===== src/rtl/axi_slv_wr_arbiter.sv =====
`default_nettype none
// ============================================================================
// axi_slv_wr_arbiter : round-robin AW arbiter with in-order W steering  (rev 1.0)
// ============================================================================
module axi_slv_wr_arbiter #(
  parameter int MST_NUM      = 3,
  parameter int SLV_OSTD_NUM = 4,
  parameter int AWCH_W       = 53,
  parameter int WCH_W        = 47
) (
  input  logic                              aclk,
  input  logic                              aresetn,
  input  logic [MST_NUM-1:0]                mst_awvalid,
  output logic [MST_NUM-1:0]                mst_awready,
  input  logic [MST_NUM*AWCH_W-1:0]         mst_awch,
  output logic                              slv_awvalid,
  input  logic                              slv_awready,
  output logic [AWCH_W-1:0]                 slv_awch,
  input  logic [MST_NUM-1:0]                mst_wvalid,
  output logic [MST_NUM-1:0]                mst_wready,
  input  logic [MST_NUM-1:0]                mst_wlast,
  input  logic [MST_NUM*WCH_W-1:0]          mst_wch,
  output logic                              slv_wvalid,
  input  logic                              slv_wready,
  output logic                              slv_wlast,
  output logic [WCH_W-1:0]                  slv_wch,
  output logic [$clog2(MST_NUM)-1:0]        aw_grant,
  output logic                              aw_busy,
  output logic [$clog2(SLV_OSTD_NUM):0]     ostd_cnt
);

  localparam int MW = $clog2(MST_NUM);
  localparam int PW = $clog2(SLV_OSTD_NUM);
  localparam int CW = PW + 1;

  typedef enum logic [0:0] {IDLE = 1'b0, BUSY = 1'b1} state_t;

  state_t          state, state_nxt;
  logic [MW-1:0]   last_grant, rr_pick, grant_nxt;
  logic            rr_found;
  logic            not_full, empty, push, pop;
  logic [MW-1:0]   order_q [SLV_OSTD_NUM];
  logic [PW-1:0]   wr_ptr, rd_ptr;
  logic [MW-1:0]   head;

  // First requester searching upward from last_grant+1, wrapping at MST_NUM.
  always_comb begin : rr_search
    int          idx;
    logic [MW-1:0] idx_m;
    rr_pick  = '0;
    rr_found = 1'b0;
    idx      = 0;
    idx_m    = '0;
    for (int k = 1; k <= MST_NUM; k++) begin
      idx = int'(last_grant) + k;
      if (idx >= MST_NUM) idx = idx - MST_NUM;
      idx_m = MW'(idx);
      if (!rr_found && mst_awvalid[idx_m]) begin
        rr_pick  = idx_m;
        rr_found = 1'b1;
      end
    end
  end

  always_comb begin
    state_nxt = state;
    grant_nxt = aw_grant;
    case (state)
      IDLE: if (rr_found && not_full) begin
        state_nxt = BUSY;
        grant_nxt = rr_pick;
      end
      BUSY: if (push) state_nxt = IDLE;
      default: state_nxt = IDLE;
    endcase
  end

  always_ff @(posedge aclk or negedge aresetn) begin
    if (!aresetn) begin
      state      <= IDLE;
      aw_grant   <= '0;
      last_grant <= MW'(MST_NUM - 1);
    end else begin
      state    <= state_nxt;
      aw_grant <= grant_nxt;
      if (push) last_grant <= aw_grant;
    end
  end

  assign aw_busy     = (state == BUSY);
  assign slv_awvalid = aw_busy & mst_awvalid[aw_grant];
  assign slv_awch    = mst_awch[aw_grant*AWCH_W +: AWCH_W];
  assign push        = slv_awvalid & slv_awready;

  assign not_full   = (ostd_cnt != CW'(SLV_OSTD_NUM));
  assign empty      = (ostd_cnt == '0);
  assign head       = order_q[rd_ptr];
  // An empty FIFO masks everything so W issued ahead of its AW simply stalls.
  assign slv_wvalid = !empty & mst_wvalid[head];
  assign slv_wlast  = !empty & mst_wlast[head];
  assign slv_wch    = mst_wch[head*WCH_W +: WCH_W];
  assign pop        = slv_wvalid & slv_wready & slv_wlast;

  for (genvar i = 0; i < MST_NUM; i++) begin : g_rdy
    assign mst_awready[i] = aw_busy & (aw_grant == MW'(i)) & slv_awready;
    assign mst_wready[i]  = !empty & (head == MW'(i)) & slv_wready;
  end

  always_ff @(posedge aclk or negedge aresetn) begin
    if (!aresetn) begin
      wr_ptr   <= '0;
      rd_ptr   <= '0;
      ostd_cnt <= '0;
      for (int j = 0; j < SLV_OSTD_NUM; j++) order_q[j] <= '0;
    end else begin
      if (push) begin
        order_q[wr_ptr] <= aw_grant;
        wr_ptr          <= wr_ptr + 1'b1;
      end
      if (pop) rd_ptr <= rd_ptr + 1'b1;
      case ({push, pop})
        2'b10:   ostd_cnt <= ostd_cnt + 1'b1;
        2'b01:   ostd_cnt <= ostd_cnt - 1'b1;
        default: ostd_cnt <= ostd_cnt;
      endcase
    end
  end

endmodule
`default_nettype wire

===== config.mk =====
export PLATFORM = sky130hd
export DESIGN_NAME = axi_slv_wr_arbiter
export DESIGN_NICKNAME = d
export VERILOG_FILES = /design/src/rtl/axi_slv_wr_arbiter.sv
export SDC_FILE = /design/constraint.sdc
export NUM_CORES = 1
export LEC_CHECK = 0
export CAP_MARGIN = 20
export CORE_AREA = 2 2 164 166
export CTS_CLUSTER_SIZE = 12
export DETAILED_ROUTE_END_ITERATION = 16
export DIE_AREA = 0 0 166 168
export PLACE_DENSITY = 0.57
export SLEW_MARGIN = 20
export SYNTH_ARGS = -nofsm -noshare
export SYNTH_HDL_FRONTEND = slang
export SYNTH_SLANG_ARGS = --single-unit

===== constraint.sdc =====
create_clock -name aclk -period 3.25 [get_ports aclk]
set_input_delay 0.4875 -clock aclk [delete_from_list [all_inputs] [get_ports aclk]]
set_output_delay 0.4875 -clock aclk [all_outputs]
set_load 0.005 [all_outputs]

# Word-level counts from Yosys, hierarchy flattened
# Cells that the tools add are included.
word_totals:
  ff_bits: 20
  input_bits: 313
  output_inout_bits: 115
  wordCells: 106
classes:
  addsub: 10
  mul: 2
  order_cmp: 11
  eq_ne: 7
  shifts: 2
  muxes: 31
  bitwise_logic: 21
  n_reduce_logical: 12
ops:
  columns: ["op", "n"]
  rows:
  - ["159-bit by 9-bit variable part select with 53-bit output", 1]
  - ["141-bit by 9-bit variable part select with 47-bit output", 1]
  - ["1-bit AND", 18]
  - ["2-bit 2-to-1 mux", 9]
  - ["2-bit by 6-bit multiplier with 8-bit output, second input constant", 2]
  - ["2-bit by 3-bit less-than comparator with 1-bit output, second input constant", 5]
  - ["1-bit binary-select mux with 2-bit select", 6]
  - ["1-bit 2-to-1 mux", 11]
  - ["3-bit by 2-bit greater-or-equal comparator with 1-bit output, second input constant", 3]
  - ["8-bit bitwise mux", 1]
  - ["2-bit by 2-bit adder with 3-bit output, second input constant", 2]
  - ["2-bit by 1-bit == test with 1-bit output, second input constant", 3]
  - ["2-bit == test, second input constant", 3]
  - ["3-bit greater-or-equal comparator, second input constant", 2]
  - ["2-bit NOT with 3-bit output", 2]
  - ["3-bit case mux with 2 select lines", 1]
  - ["2-bit subtractor, second input constant", 3]
  - ["2-bit by 1-bit adder with 2-bit output, second input constant", 2]
  - ["2-bit binary-select mux with 2-bit select", 1]
  - ["2-bit demux with 2-bit select", 1]
  - ["1-bit logical AND", 4]
  - ["2-bit logical NOT", 2]
  - ["2-bit by 1-bit adder with 3-bit output, second input constant", 1]
  - ["3-bit by 1-bit adder with 3-bit output, second input constant", 1]
  - ["9 further kinds", 11]

# Longest topological paths before layout
# Gate-level depths: netlist of run 1.
logic_depth:
  depth_word: 15
  mapped_depth: 13
  depth_no_buf: 10

# Least setup slack after synthesis of run 1
# Ideal clock, no wire load.
synth_timing:
  kind: "flip-flop to flip-flop"
  from: "register rd_ptr[0]"
  to: "register ostd_cnt[2]"
  arrival_time_ps: 2628
  required_time_ps: 3171
  slack_ps: 543
  path_stages_with_launch: 12
  path_cell_list: "dfrtp_1 -> mux4_2 -> buf_2 -> nand3b_1 -> o2bb2ai_1 -> and2_4 -> ha_1 -> inv_1 -> fa_1 -> xor2_1 -> nor2_1 -> xor2_1"
synth_via:
  elab_chain_len: 11
synth_lines:
  columns: ["item", "line", "source"]
  rows:
  - ["from (decl)", "43", "logic [PW-1:0] wr_ptr, rd_ptr;"]
  - ["from (signal assigned)", "120", "if (pop) rd_ptr <= rd_ptr + 1'b1;"]
  - ["2-bit NOT with 3-bit output (not written as such) *", "97", "assign head = order_q[rd_ptr];"]
  - ["2-bit binary-select mux with 2-bit select *", "97", null]
  - ["2-bit 2-to-1 mux (not written as such) * (2 in series)", "97", null]
  - ["1-bit binary-select mux with 2-bit select", "99", "assign slv_wvalid = !empty & mst_wvalid[head];"]
  - ["1-bit 2-to-1 mux (not written as such)", "99", null]
  - ["1-bit AND", "99", null]
  - ["1-bit AND", "102", "assign pop = slv_wvalid & slv_wready & slv_wlast;"]
  - ["1-bit AND *", "102", null]
  - ["named net pop", "41", "logic not_full, empty, push, pop;"]
  - ["2-bit by 1-bit == test with 1-bit output / 2-bit == test (equally long branches)", "121", "case ({push, pop})"]
  - ["3-bit case mux with 2 select lines / 2-bit nonzero test (equally long branches)", null, null]
  - ["to (signal assigned)", "122", "2'b10: ostd_cnt <= ostd_cnt + 1'b1;"]
  - ["to (signal assigned)", "123", "2'b01: ostd_cnt <= ostd_cnt - 1'b1;"]
  - ["to (signal assigned)", "124", "default: ostd_cnt <= ostd_cnt;"]
  - ["to (decl)", "29", "output logic [$clog2(SLV_OSTD_NUM):0] ostd_cnt"]
# Mark *: on every way through the listed nets, which the timed path passes. The rest lies on a longest branch. The select of a mux whose other input is x is not followed.
# A chain may end at the register's enable or synchronous reset.

# Worst setup path after layout of run 1
layout_timing:
  from: "register rd_ptr[0]"
  to: "output port slv_wch[27]"
layout_via:
  elab_chain_len: 6
layout_lines:
  columns: ["item", "line", "source"]
  rows:
  - ["2-bit NOT with 3-bit output (not written as such)", "97", null]
  - ["2-bit binary-select mux with 2-bit select", "97", null]
  - ["2-bit 2-to-1 mux (not written as such) (2 in series)", "97", null]
  - ["2-bit by 6-bit multiplier with 8-bit output", "101", "assign slv_wch = mst_wch[head*WCH_W +: WCH_W];"]
  - ["141-bit by 9-bit variable part select with 47-bit output", "101", null]
  - ["to (decl)", "26", "output logic [WCH_W-1:0] slv_wch,"]
# No other way between the ends. The select of a mux whose other input is x is not followed.

==> key figures, run 1 <==
Finish
  – Post-route cell area: just over 8000 um2
  – Nets: ~1.2k
  – Area growth syn-to-layout: 147%
  – Most common cell after layout, fill and taps aside: clkdlybuf4s50_1
  – Commonest non-fill, non-tap cells in the layout: clkdlybuf4s50_1, nand2_1, mux2i_1
  – Antenna cells: 0
  – Final std cells w/o fill: around 1.2k
  – Util after Layout: approximately 31%
  – Layout cells sized above 1: 3.46%

Timing
  – Setup-failing EPs final: 0
  – Setup ws final: ~0.32 ns
  – Post-route minimum period: a little under 3 ns
  – Final critical-path share of the clock period: about nine tenths
  – Clock skew: 0.00325 ns
  – FMAX: roughly 340 MHz
  – RSZ-0062 raised after global routing: no
  – Post-route setup TNS: 0 ns
  – Slew headroom: between 30% and 40%
  – Slew Viols, Final: 0
  – Final Hold Vio Count: 0
  – Min Hold Slack: 0.490 ns
  – Worst Tran Pin Value: about 0.9 ns

Critical path
  – Setup CP Type: flop to output port
  – CP Data Required Time: 2.76 ns
  – FF-to-FF path depth: 11
  – R2r setup slk: roughly 0.40 ns
  – RR Startpoint: rd_ptr[0]
  – Max FO, Critical Path: 39
  – R2r endpoint: ostd_cnt[2]
  – Worst setup path startpoint: rd_ptr[0]
  – WP data arrival: 2.44 ns
  – Worst setup EP type: output port
  – CP Launch Type: flop

Yosys
  – Fraction of synthesized cell area in xor and xnor cells: under 10%
  – Distinct cells, synth: 39
  – EDFF count, synth: 0
  – Seq/Total Area, Yosys: 15.2%
  – Post-Syn Area: 3300 um2
  – Post-synth net total: just under 800
  – Mux contribution to synthesized area: 36.8%
  – Post-synth ARST share: 100%
  – Yosys Warn Count: 0
  – Simple-gate share of the synthesized area: 17.0%
  – Synth Area in Compound Gates: between 10% and 20%
  – Ys flop type: dfrtp_1
  – Mapped Cells: between 400 and 500
  – Synthesized-area fraction occupied by adder cells: under 10%
  – Mean Syn Cell Area: 7.20 um2
  – Largest family of logic cells by synthesized area: multiplexers
  – Synthesized flop and latch total: 20

Min path
  – WHS Path Cells: 1
  – WHS Endpoint: order_q[2]
  – HP Class: flop to flop
  – Worst hold start: order_q[2]

Global routing
  – M2 GR Usage: 25.1%
  – First-pass GRT wire length: between 20 and 30 mm
  – Initial antenna violation count: 0
  – Met1 usage: about an eighth
  – Gr usage total: between 10% and 20%
  – Most used routing layer: met2
  – Largest net degree at the start of global routing: 64
  – Met3 Use GR: between 3 and 4%
  – Grt ovf: 0
  – Vias in the first global route: 5039

Floorplanning
  – Std-Cell Rows: 60
  – Die X: approximately 170 um
  – Die Footprint: ~28000 um2
  – Initial Utilization: about an eighth
  – CORE AREA: between 20000 and 30000 um2
  – I/O pin count: around 430
  – Die H: around 170 um

Run
  – Max cap viols: 0

Detailed routing
  – 1st-iter DRT viols: 184
  – Routed length per instance: ~15 um
  – Via count: slightly below 5k
  – Initial DRT Pass Iterations: 4
  – Post-route DRC: 0
  – DRT antenna net count: 0
  – Via density per instance: ~4.0
  – Post-detailed-routing wire length: ~19 mm

Pwr
  – Sequential share of power: a little over 8%
  – Total Power: 6.50 mW
  – Switching Fraction: between 40% and 50%
  – Clock share of power: ~5%
  – Comb power frac: between 80 and 90%
  – Static Leak: 3.02 nW
  – Pwr dens: 799 nW/um2
  – NetSw: around 2.6 mW
  – Internal power: approximately 4 mW
  – Max IR drop VDD: a little under 0.4 mV

Place
  – Port Buffers: 427
  – Area after DPL: 7980 um2
  – Place WS: between 0.3 and 0.4 ns
  – Placed cells: 1200
  – GP Congestion: 0.912
  – Final HPWL DP: about 16 mm

Clock network
  – Cts hold-fix bufs: 0
  – Clk sinks: 20
  – Inserted Clock Buffers: 3
  – Clock Latency Late Sink: 0.25 ns
  – Clk root buf: clkbuf_16
  – Clock slew at reported path FFs: approximately 0.05 ns
  – Clock Path Buffers: 2
  – H-tree levels: 1
  – TritonCTS clock tree: built

Run status
  – Status: finished clean
-- critical path, stage by stage (launching register included) --
cell	delay, ns
dfrtp_1	0.39
buf_4	0.15
mux4_2	0.44
nor2b_4	0.24
buf_12	0.22
nand2_1	0.09
o21ai_1	0.10
clkdlybuf4s50_1	0.52
-- flip-flops by register name, indices dropped and copies added (netlist names) --
name	flops
order_q	8
ostd_cnt	3
aw_grant	2
last_grant	2
rd_ptr	2
wr_ptr	2
aw_busy	1
-- power by group through the flow --
stage | clock [mW] | combinational, mW | sequential, mW
6_report | 0.333 | 5.64 | 0.530
5_1_grt | 0.353 | 6.14 | 0.559
4_1_cts | 0.343 | 5.63 | 0.538
3_5_place_dp | 0 | 5.59 | 0.542
3_3_place_gp | 0 | 5.59 | 0.535
2_1_floorplan | 0 | 2.57 | 0.461
-- cells by family after synthesis --
kind of cell    count (synthesis)
flops                          20
xor+xnor                        6
buf+inv                        52
fa+ha+maj                       9
compound gates                118
simple gates                  136
mux                           117
-- how the worst max path moves through the flow --
stage / endpoint / slack (ns)
final: slv_wch[27] / 0.32
after global routing: slv_wch[23] / 0.13
after CTS: slv_wch[8] / 0.09
after detailed placement: ostd_cnt[2] / 0.31
after global placement: ostd_cnt[2] / 0.38
after floorplan: ostd_cnt[2] / 0.54
-- Yosys cell counts, types with 2 or more instances --
cell type	n	area, um2
xnor2_1	3	26.3
nor2b_1	4	25.0
nor3_1	4	20.0
o21ai_0	55	275
mux2i_1	105	1050
clkbuf_1	23	86.3
nor2_1	9	33.8
o2bb2ai_1	2	17.5
mux4_2	2	45.0
o211ai_1	3	22.5
and3_1	3	18.8
dfrtp_1	19	475
buf_2	11	55.1
and2_1	2	12.5
xor2_1	3	26.3
ha_1	8	100
mux2_1	8	90.1
a22oi_1	3	22.5
buf_1	3	11.3
o21ai_1	50	250
nand2_1	108	405
inv_1	13	48.8
-- timing repair --
item | 4_1_cts | 5_1_grt
resized for setup | 0 | 0
endpoints found under the hold margin | 0 | 0
setup endpoints to repair | 0 | 14
buffers inserted | 0 | 3
-- final cells by class --
type	instances	area (um2)
Fill cell	2827	18200
Timing Repair Buffer	443	4460
Tap cell	341	427
Multi-Input combinational cell	386	2590
Sequential cell	20	507
Clock buffer	3	75.1
Clock inverter	1	30.0
Inverter	13	48.8
-- layer usage --
metal  share of wire [%]  vias to the layer above  wire length [um]
met3                 7.9                       17              1480
met5                   0                        -                 0
met1                  36                     2151              6780
li1                    -                     2419                 -
met4                 1.5                        0               286
met2                  54                      259             10000
No activity file was read; power rests on OpenSTA's default activity.
==> run 2, diff against run 1 <==
- CAP_MARGIN: 20 -> 30
- CTS_CLUSTER_SIZE: 12 -> 8
- PLACE_DENSITY: 0.57 -> 0.52
==> key figures, run 2 (synthesized netlist as in run 1, its figures left out) <==
Finish
  – Nets: between 1k and 1.5k
  – Filler cells: 2856
  – Top Registers: order_q: 8 flops, ostd_cnt: 3 flops
  – Top reg by flops: order_q
  – Multi-input gate area: around 2600 um2
  – Max reg flops: 8
  – Layout cells sized above 1: under 10%
  – Antenna cells: 0
  – Most common cell after layout, fill and taps aside: clkdlybuf4s50_1
  – Area growth syn-to-layout: 148%
  – Commonest non-fill, non-tap cells in the layout: clkdlybuf4s50_1, nand2_1, mux2i_1
  – Register area: 507 um2
  – Util after Layout: roughly 31%

Clock network
  – H-tree levels: 1
  – TritonCTS clock tree: built
  – Clk root buf: clkbuf_16
  – Cts hold-fix bufs: 0
  – Clock Latency Late Sink: between 0.2 and 0.3 ns
  – Clock Path Buffers: 2
  – Clk sinks: 20
  – Inserted Clock Buffers: 3
  – Clock slew at reported path FFs: 0.06 ns

Global routing
  – Gr usage total: about 15%
  – Grt ovf: 0
  – Vias in the first global route: about 5k
  – Initial antenna violation count: 0
  – Largest net degree at the start of global routing: 64
  – First-pass GRT wire length: approximately 32 mm

Timing
  – Clock skew: ~0.0042 ns
  – Worst Tran Pin Value: about 0.5 ns
  – FMAX: 320 MHz
  – Min Hold Slack: around 0.5 ns
  – Post-route minimum period: roughly 3.1 ns
  – Setup-failing EPs final: 0
  – Final critical-path share of the clock period: 96.3%
  – Final Hold Vio Count: 0
  – Slew Viols, Final: 0
  – Slew headroom: around two thirds

Run
  – Max cap viols: 0

Critical path
  – CP Data Required Time: between 2 and 3 ns
  – Worst setup EP type: output port
  – WP data arrival: 2.64 ns
  – Setup CP Type: flop to output port
  – Worst setup path startpoint: rd_ptr[0]
  – R2r setup slk: 0.33 ns
  – RR Startpoint: rd_ptr[0]
  – CP Launch Type: flop
  – Max FO, Critical Path: 40

Detailed routing
  – Via density per instance: around 4
  – Top routing layer used: met4
  – Via count: a little under 5k
  – Post-route DRC: 0
  – M1 wire length: around 8.9 mm
  – DRT antenna net count: 0
  – Metal3 WL: 1.64 mm
  – Met2 routed WL: 10.8 mm
  – Initial DRT Pass Iterations: 4
  – Routed length per instance: around 18 um
  – Post-detailed-routing wire length: 21.6 mm
  – 1st-iter DRT viols: 247

Place
  – GP Congestion: ~0.91
  – Final HPWL DP: roughly 18 mm
  – Port Buffers: roughly 430

Pwr
  – Static Leak: ~3 nW
  – Total Power: between 6 and 7 mW
  – Max IR drop VDD: ~0.41 mV
  – Pwr dens: about 840 nW/um2

Floorplanning
  – Initial Utilization: between 10% and 20%
  – Die X: between 150 and 200 um
  – Std-Cell Rows: 60
  – CORE AREA: about 26000 um2
  – Die H: 168 um
  – I/O pin count: between 400 and 500
  – Die Footprint: about 28000 um2

Min path
  – HP Class: flop to flop
  – Worst hold start: order_q[0]

Run status
  – Status: finished clean
-- run 2: final cells by class --
type | instances | area share, %
repair buffers | 447 | 55.0
clock buffers | 3 | 0.920
multi-input cells | 386 | 31.7
clock inverters | 1 | 0.368
flip-flops and latches | 20 | 6.21
well taps | 341 | 5.23
inverters | 13 | 0.598
-- run 2: per-stage QoR --
stage	area (um2)	cells	setup TNS [ns]	setup slack [ns]
after floorplan	3300	458	0	0.543
after global placement	7990	1200	0	0.190
after detailed placement	7990	1200	0	0.149
after CTS	8100	1204	0	0.0320
after global routing	8160	1211	-0.00407	-0.00236
final	8160	1211	0	0.121
-- run 2: timing repair --
item,in CTS,in global routing
buffers inserted,0,6
setup endpoints to repair,4,5
resized for setup,1,0
-- run 2: report_power, final --
group | switching [mW] | internal [mW]
registers | 0.121 | 0.380
clock network | 0.0895 | 0.244
logic | 2.71 | 3.29
total | 2.92 | 3.91
-- run 2: worst max-delay path, cell delays in order (launching register included) --
cell and delay (ns):
dfrtp_1 0.44, mux4_2 0.60, buf_6 0.28, mux2i_1 0.23, o21ai_1 0.19, clkdlybuf4s50_1 0.62
-- run 2: path summary, 6_finish.rpt --
path | end | depth (start not counted)
min in group asynchronous | ostd_cnt[0] | 1
hold / removal | order_q[0] | 1
setup / recovery | slv_wch[29] | 5
hold reg to reg | order_q[0] | 1
setup reg to reg | ostd_cnt[2] | 11
max in group asynchronous | last_grant[1] | 2
-- run 2: per-layer routing --
metal | track usage, % | vias up
met3 | 3.62 | 10
met2 | 26.7 | 250
met5 | 0 | -
met1 | 17.7 | 2151
met4 | 1.85 | 0
li1 | - | 2427
==> run 3, diff against run 2 <==
- GPL_TIMING_DRIVEN: default -> 0
==> key figures, run 3 (synthesized netlist as in run 1, its figures left out) <==
Min path
  – HP Class: flop to flop

Pwr
  – Static Leak: about 3.2 nW
  – Max IR drop VDD: ~0.33 mV
  – Comb power frac: between 80 and 90%
  – Switching Fraction: between 40 and 50%
  – NetSw: slightly below 3 mW
  – Pwr dens: about 830 nW/um2
  – Clock share of power: around 5.0%
  – Sequential share of power: approximately 7%
  – Total Power: approximately 6.8 mW
  – Internal power: between 3 and 4 mW

Clock network
  – Clock Latency Late Sink: between 0.2 and 0.3 ns
  – Clock slew at reported path FFs: ~0.060 ns
  – Clock Path Buffers: 2
  – Inserted Clock Buffers: 3
  – Clk root buf: clkbuf_16
  – H-tree levels: 1
  – Clk sinks: 20
  – Cts hold-fix bufs: 0
  – TritonCTS clock tree: built

Floorplanning
  – CORE AREA: around 26000 um2
  – Die Footprint: ~28000 um2
  – Die X: around 170 um
  – Std-Cell Rows: 60
  – Die H: 168 um
  – I/O pin count: roughly 430
  – Initial Utilization: approximately an eighth

Critical path
  – CP Data Required Time: about 2.8 ns
  – R2r setup slk: 0.17 ns
  – CP max-delay cell: mux4_2
  – Worst setup path startpoint: rd_ptr[0]
  – Crit path max-delay family: buffers and inverters
  – WP data arrival: ~2.6 ns
  – Critical path buffer and inverter count: 2
  – Critical path depth: 5
  – FF-to-FF path depth: 11
  – Critical Path Max Stage Delay: 0.65 ns
  – RR Startpoint: rd_ptr[0]
  – Setup CP Type: flop to output port
  – Cell chain of the critical path: mux4_2 > buf_2 > nand3b_1 > nor2_1 > clkdlybuf4s50_1
  – Max FO, Critical Path: 10
  – CP endpoint: mst_wready[0]
  – Worst setup EP type: output port
  – R2r endpoint: ostd_cnt[2]
  – CP Launch Type: flop

Place
  – GP Congestion: ~0.86
  – Port Buffers: roughly 430
  – Placed cells: ~1.2k
  – Final HPWL DP: 19.2 mm

Timing
  – Slew headroom: between 50% and 60%
  – Setup-failing EPs final: 0
  – RSZ-0062 raised after global routing: no
  – FMAX: roughly 320 MHz
  – Post-route minimum period: 3.13 ns
  – Slew Viols, Final: 0
  – Clock skew: between 0.002 and 0.0025 ns
  – Worst Tran Pin Value: between 0.6 and 0.7 ns
  – Final critical-path share of the clock period: a little over nine tenths
  – Final Hold Vio Count: 0

Finish
  – Area growth syn-to-layout: 149%
  – Nets: 1214
  – Final std cells w/o fill: 1233
  – Max reg flops: 8
  – Top reg by flops: order_q
  – Top Registers: order_q: 8 flops, ostd_cnt: 3 flops
  – Commonest non-fill, non-tap cells in the layout: clkdlybuf4s50_1, nand2_1, mux2i_1
  – Layout cells sized above 1: under 10%
  – Most common cell after layout, fill and taps aside: clkdlybuf4s50_1

Detailed routing
  – Post-route DRC: 0
  – Post-detailed-routing wire length: 22.2 mm
  – 1st-iter DRT viols: ~180
  – DRT antenna net count: 0
  – Via density per instance: slightly above 4
  – Initial DRT Pass Iterations: 4
  – Routed length per instance: around 18 um
  – Via count: approximately 5k

Global routing
  – Vias in the first global route: 5356
  – Largest net degree at the start of global routing: 21
  – Grt ovf: 0
  – First-pass GRT wire length: around 33 mm
  – Initial antenna violation count: 1
  – Gr usage total: between 15 and 20%

Run status
  – Status: finished clean

Run
  – Max cap viols: 0
[run 3: cell count changes in the layout (fill, tap and decap cells not counted), moves of 2 or more]
cell,delta
clkbuf_1,+17
clkdlybuf4s50_1,-12
buf_2,+9
dlymetal6s2s_1,+9
buf_4,-8
clkbuf_2,+7
buf_12,-4
dlygate4sd2_1,+3
nor2b_1,+2
nor2b_4,-2
[run 3: timing repair]
action / in CTS / in global routing
gates resized for setup: 16 / 16
pin swaps: 0 / 1
hold endpoints to repair: 0 / 0
setup buffers: 0 / 1
setup endpoints to repair: 48 / 23
[run 3: cell type report]
type	instances	area (um2)
diodes	1	2.50
plain buffers	39	193
clock buffers	3	75.1
clock inverters	1	30.0
fillers	2859	18200
inverters	13	48.8
multi-input cells	386	2600
flip-flops and latches	20	503
well taps	341	427
repair buffers	429	4320
[run 3: power by group through the flow]
stage	logic [mW]	registers (mW)	clock network, mW
floorplan	2.57	0.461	0
global placement	6.05	0.487	0
detailed placement	6.02	0.494	0
CTS	6.10	0.492	0.350
global route	6.45	0.508	0.358
finish	5.94	0.485	0.339
[run 3: worst min path at each step]
stage | startpoint | end | slack [ns] | cells after the start
6_report | order_q[5] | order_q[5] | 0.49 | 1
5_1_grt | order_q[4] | order_q[4] | 0.51 | 1
4_1_cts | order_q[5] | order_q[5] | 0.49 | 1
3_5_place_dp | order_q[5] | order_q[5] | 0.48 | 1
3_3_place_gp | order_q[6] | order_q[6] | 0.47 | 1
2_1_floorplan | aresetn | aw_busy | 0.19 | 0
[run 3: per-layer routing]
metal	part of all wire, %	wire [um]	vias up	GRT usage [%]
met5	0	0	-	0
met4	1.1	245	0	1.85
met3	7.2	1610	14	3.31
met2	51	11300	266	28.7
met1	41	9020	2245	17.7
li1	-	-	2469	-
[run 3: metrics by stage]
| stage | instance area (um2) | hold slack [ns] | utilization (%) | worst slack (ns) | TNS [ns] |
|---|---|---|---|---|---|
| after floorplan | 3300 | 0.192 | - | 0.543 | 0 |
| after global placement | 8000 | 0.472 | 30.4 | -0.0725 | -0.0725 |
| after detailed placement | 8000 | 0.480 | 30.4 | -0.0907 | -0.0907 |
| after CTS | 8130 | 0.493 | 30.8 | 0.00971 | 0 |
| after global routing | 8200 | 0.511 | 31.1 | 0.00609 | 0 |
| final | 8200 | 0.488 | 31.1 | 0.124 | 0 |
